### src/rtl/seq_addsub_n.sv
// seq_addsub_n: multi-cycle WIDTH-bit adder/subtractor that sums one CHUNK-bit
// slice per clock, with valid/ready handshakes and carry/overflow/zero flags.
`default_nettype none

module seq_addsub_n #(
   parameter int WIDTH = 16,
   parameter int CHUNK = 4
) (
   input  logic             clk,
   input  logic             reset,
   input  logic             in_valid,
   output logic             in_ready,
   input  logic             Op,
   input  logic             Cin,
   input  logic [WIDTH-1:0] A,
   input  logic [WIDTH-1:0] B,
   output logic             out_valid,
   input  logic             out_ready,
   output logic [WIDTH-1:0] Suma,
   output logic             Cout,
   output logic             Ovf,
   output logic             Zero
);

   localparam int NCHUNK = WIDTH / CHUNK;
   localparam int IW     = (NCHUNK > 1) ? $clog2(NCHUNK) : 1;
   localparam logic [IW-1:0] LAST_IDX = IW'(NCHUNK - 1);

   typedef enum logic [1:0] {
      IDLE = 2'd0,
      RUN  = 2'd1,
      DONE = 2'd2
   } state_t;

   state_t           state_q, state_d;
   logic [IW-1:0]    idx_q, idx_d;
   logic [WIDTH-1:0] a_q, a_d;
   logic [WIDTH-1:0] bx_q, bx_d;
   logic [WIDTH-1:0] partial_q, partial_d;
   logic [WIDTH-1:0] suma_q, suma_d;
   logic             carry_q, carry_d;
   logic             cout_q, cout_d;
   logic             ovf_q, ovf_d;
   logic             zero_q, zero_d;
   logic             out_valid_q, out_valid_d;

   logic [CHUNK:0]   slice_sum;
   logic [WIDTH-1:0] full_sum;
   int               base;

   always_comb begin
      base      = int'(idx_q) * CHUNK;
      slice_sum = {1'b0, a_q[base +: CHUNK]} + {1'b0, bx_q[base +: CHUNK]}
                  + {{CHUNK{1'b0}}, carry_q};
      // Only the current slice is combinational; earlier slices come from partial_q.
      full_sum               = partial_q;
      full_sum[base +: CHUNK] = slice_sum[CHUNK-1:0];

      state_d     = state_q;
      idx_d       = idx_q;
      a_d         = a_q;
      bx_d        = bx_q;
      partial_d   = partial_q;
      carry_d     = carry_q;
      suma_d      = suma_q;
      cout_d      = cout_q;
      ovf_d       = ovf_q;
      zero_d      = zero_q;
      out_valid_d = out_valid_q;

      case (state_q)
         IDLE: begin
            if (in_valid) begin
               a_d       = A;
               bx_d      = Op ? ~B : B;
               carry_d   = Op ^ Cin;
               partial_d = '0;
               idx_d     = '0;
               state_d   = RUN;
            end
         end
         RUN: begin
            partial_d = full_sum;
            carry_d   = slice_sum[CHUNK];
            if (idx_q == LAST_IDX) begin
               suma_d      = full_sum;
               cout_d      = slice_sum[CHUNK];
               ovf_d       = (a_q[WIDTH-1] == bx_q[WIDTH-1]) &&
                             (full_sum[WIDTH-1] != a_q[WIDTH-1]);
               zero_d      = (full_sum == '0);
               out_valid_d = 1'b1;
               state_d     = DONE;
            end else begin
               idx_d = idx_q + 1'b1;
            end
         end
         DONE: begin
            if (out_ready) begin
               out_valid_d = 1'b0;
               state_d     = IDLE;
            end
         end
         default: state_d = IDLE;
      endcase
   end

   always_ff @(posedge clk or posedge reset) begin
      if (reset) begin
         state_q     <= IDLE;
         idx_q       <= '0;
         a_q         <= '0;
         bx_q        <= '0;
         partial_q   <= '0;
         carry_q     <= 1'b0;
         suma_q      <= '0;
         cout_q      <= 1'b0;
         ovf_q       <= 1'b0;
         zero_q      <= 1'b0;
         out_valid_q <= 1'b0;
      end else begin
         state_q     <= state_d;
         idx_q       <= idx_d;
         a_q         <= a_d;
         bx_q        <= bx_d;
         partial_q   <= partial_d;
         carry_q     <= carry_d;
         suma_q      <= suma_d;
         cout_q      <= cout_d;
         ovf_q       <= ovf_d;
         zero_q      <= zero_d;
         out_valid_q <= out_valid_d;
      end
   end

   assign in_ready  = (state_q == IDLE);
   assign out_valid = out_valid_q;
   assign Suma      = suma_q;
   assign Cout      = cout_q;
   assign Ovf       = ovf_q;
   assign Zero      = zero_q;

endmodule

`default_nettype wire

### config.mk
export PLATFORM = sky130hd
export DESIGN_NAME = seq_addsub_n
export DESIGN_NICKNAME = d
export VERILOG_FILES = /design/src/rtl/seq_addsub_n.sv
export SDC_FILE = /design/constraint.sdc
export NUM_CORES = 1
export LEC_CHECK = 0
export BUFFER_PORTS_ARGS = -buffer_cell sky130_fd_sc_hd__buf_2
export CORE_MARGIN = 10
export CORE_UTILIZATION = 45
export CTS_CLUSTER_DIAMETER = 100
export DETAILED_ROUTE_END_ITERATION = 10
export PLACE_DENSITY = 0.68
export SYNTH_ARGS = -nofsm -noshare
export SYNTH_HDL_FRONTEND = slang
export SYNTH_SLANG_ARGS = --single-unit
export TNS_END_PERCENT = 10
### constraint.sdc
create_clock -name clk -period 3.1 [get_ports clk]
set_input_delay 0.155 -clock clk [delete_from_list [all_inputs] [get_ports clk]]
set_output_delay 0.155 -clock clk [all_outputs]
set_load 0.05 [all_outputs]
==> impl_metrics.json <==
{
  "place_area_sq_um": 4011,
  "synthesis.area_sq_um": 3636,
  "rows": 32,
  "grt_pass1_wl_mm": 13.94,
  "synth_top_area_share_pct": 50.24,
  "antenna_found_initial": 0,
  "initialDrtViolationCount": 115,
  "p_leak_nw": 2.079,
  "drc": 0,
  "wire_per_inst_microns": 15.13,
  "layout.nets": 487,
  "tns_ns": 0,
  "cap_viol_max_count": 0,
  "critPathSlowestCell": "mux4_2",
  "utilization_pct": 55.46,
  "cts-root-buf": "clkbuf_8",
  "combPwrFrac_pct": 54.3,
  "cp-end-kind": "flip-flop",
  "critPathKind": "flip-flop to flip-flop",
  "p_switching_mw": 2.512,
  "chipWidth_microns": 109.9,
  "clockBufferDepth": 2,
  "hold_path.class": "input port to async pin",
  "dp.cells": 518,
  "vdd_drop_max_v": 0.0004588,
  "clk_pin_slew_ns": 0.08,
  "synth_nets": 421,
  "sequentialPowerShare_pct": 31.2,
  "crit_fanout": 8,
  "stdcell_count": 545,
  "synth.area.top_cells": "dfrtp_1, nand2_1, mux4_2",
  "start_util_pct": 46.57,
  "grt_max_degree": 51,
  "dp_slack_ns": 0.1778,
  "die_area_sq_um": 12080,
  "synth_largest_area_cell": "dfrtp_1",
  "setup_viol": 0,
  "synth_cell_types": 45,
  "ctsHtreeMaxLevel": 3,
  "post_cts_buffers": 0,
  "swShare_pct": 46.90,
  "p_int_mw": 2.844,
  "crit_chain": "mux4_2, fa_1, inv_1, fa_1, nor4_1, a21oi_1, nand4_1, o31ai_2",
  "gp_congestion": 0.8865,
  "skew_ns": 0.01103,
  "grt_setup_unrepaired": "no",
  "max_stage_delay_ns": 0.55,
  "syn_inst": 372,
  "first_global_vias": 2877,
  "avgViaCountPerCell": 5.139,
  "numCtsBuffers": 9,
  "layout-drive-gt1-share_pct": 21.44,
  "async_reset_ff_share_pct": 100.0,
  "drt-total-wl_mm": 8.244,
  "overflow": 0,
  "synth-edff-count": 0,
  "crit_path_start_kind": "flip-flop",
  "final.period_utilization_pct": 91.58,
  "gr-usage-all-layers_pct": 14.44,
  "arrival_ns": 3.06,
  "drv_slew": 0,
  "worstSkewPairLatency_ns": 0.34,
  "cts_num_sinks": 73,
  "p_clk_share_pct": 14.5,
  "synthFlopType": "dfrtp_1",
  "relSlewSlack_pct": 37.17,
  "run_status": "complete, no violations",
  "syn_area_per_cell_sq_um": 9.774,
  "hold_viol_final": 0,
  "cpMostUsedCell": "fa_1",
  "synth_warnings": 0,
  "crit_family": "adder cells",
  "first_pass_iters": 4,
  "hpwl_mm": 6.131,
  "synth_seq_cells": 73,
  "crit_buf_inv": 1,
  "ys_seq_area_share_pct": 50.24,
  "final.min_clock_period_ns": 2.839,
  "tightestPinTransition_ns": 0.9410,
  "port_buffers": 58,
  "coreArea_sq_um": 7807,
  "fin_area_sq_um": 4330,
  "ioPinCount": 59,
  "die_h_microns": 109.9,
  "crit_required_ns": 3.32,
  "pwr_density_cell_nw_per_um2": 1237,
  "fmax_ghz": 0.3522,
  "diodes": 0,
  "worst_slack_ns": 0.2610,
  "syn_to_final_growth_pct": 19.10,
  "cts_tree": "yes",
  "vias": 2801,
  "whs_ns": 0.01179,
  "fin_total_pwr_mw": 5.356,
  "postRouteAntennaNets": 0
}
-- state kept, by name, indices dropped and copies added (netlist names) --
signal / count
Suma: 16
a_q: 16
bx_q: 16
partial_q: 16
idx_q: 2
state_q: 2
Cout: 1
Ovf: 1
Zero: 1
carry_q: 1
out_valid: 1
-- power by group through the flow --
stage	sequential (mW)	clock (mW)	combinational, mW
after floorplan	2.01	0	1.94
after global placement	1.68	0	2.85
after detailed placement	1.70	0	2.89
after CTS	1.68	0.793	2.92
after global routing	1.73	0.834	3.23
final	1.67	0.777	2.91
-- layout make-up --
type	count	area [sq um]
Clock inverter	2	35.03
Inverter	14	52.55
Fill cell	717	3477
Multi-Input combinational cell	264	1662
Clock buffer	14	172.7
Timing Repair Buffer	76	452.9
Sequential cell	73	1828
Tap cell	102	127.6
-- cell usage in the layout, fill, tap and decap left out, types with 3 or more instances in the layout --
cell / netlist / layout
o21ai_0: 34 / 34
nor2b_1: 6 / 6
and3_1: 3 / 3
nand2_1: 76 / 76
buf_4: 0 / 7
mux4_2: 8 / 8
and2_1: 3 / 3
dlygate4sd3_1: 0 / 11
a21o_1: 3 / 3
inv_1: 13 / 12
ha_1: 9 / 9
a221oi_1: 7 / 7
nor2_1: 31 / 31
a21oi_1: 16 / 16
nand3_1: 8 / 8
clkbuf_8: 0 / 12
buf_2: 7 / 58
dfrtp_1: 73 / 72
xnor2_1: 18 / 18
a22o_1: 6 / 6
nor3_1: 5 / 5
a31oi_1: 3 / 3
-- path summary, 6_finish.rpt --
check                          from            end  slack, ns  depth (start not counted)
max                        idx_q[0]           Zero       0.26                          8
min                           reset  partial_q[15]       0.01                          2
max reg2reg                idx_q[0]           Zero       0.26                          8
min reg2reg                 a_q[14]        a_q[14]       0.47                          2
max in group asynchronous     reset       bx_q[10]       2.29                          3
min in group clk               A[5]         a_q[5]       0.01                          3
-- metal layers --
layer / vias up / share of wire (%) / GRT usage, %
met5: - / 0 / 0
met4: 0 / 1.2 / 4.182
met3: 12 / 5.3 / 4.272
met2: 68 / 48 / 22.99
met1: 1316 / 46 / 18.63
li1: 1405 / - / -
-- repair_timing --
action                     4_1_cts  5_1_grt
setup endpoints to repair        0        4
resized for setup                0        1
hold buffers                    11        0
hold endpoints to repair        11        0
-- cells in the mapped netlist, types with 2 or more instances --
| cell type | n |
|---|---|
| buf_2 | 7 |
| inv_1 | 13 |
| a21oi_1 | 16 |
| nor2_1 | 31 |
| nand2_1 | 76 |
| a32o_1 | 2 |
| nor2b_1 | 6 |
| fa_1 | 2 |
| dfrtp_1 | 73 |
| mux4_2 | 8 |
| a31oi_1 | 3 |
| a221oi_1 | 7 |
| and2_1 | 3 |
| nor3_1 | 5 |
| a21o_1 | 3 |
| clkbuf_1 | 11 |
| buf_1 | 2 |
| o21ai_0 | 34 |
| o221ai_1 | 2 |
| nor4_1 | 2 |
| or3_1 | 2 |
| and3_1 | 3 |
| ha_1 | 9 |
| nand3_1 | 8 |
| a22o_1 | 6 |
| nand4_1 | 2 |
| xnor2_1 | 18 |
-- cell families (layout without fill, tap and decap cells) --
| group | Yosys count | in the layout | synth area share, % |
|---|---|---|---|
| compound gates | 81 | 81 | 13.94 |
| xor+xnor | 18 | 18 | 4.336 |
| fa+ha+maj | 11 | 11 | 4.198 |
| flops | 73 | 73 | 50.24 |
| simple gates | 144 | 144 | 17.69 |
| buf+inv | 35 | 106 | 4.061 |
| mux | 10 | 10 | 5.540 |
(Power assumes the default switching activity.)
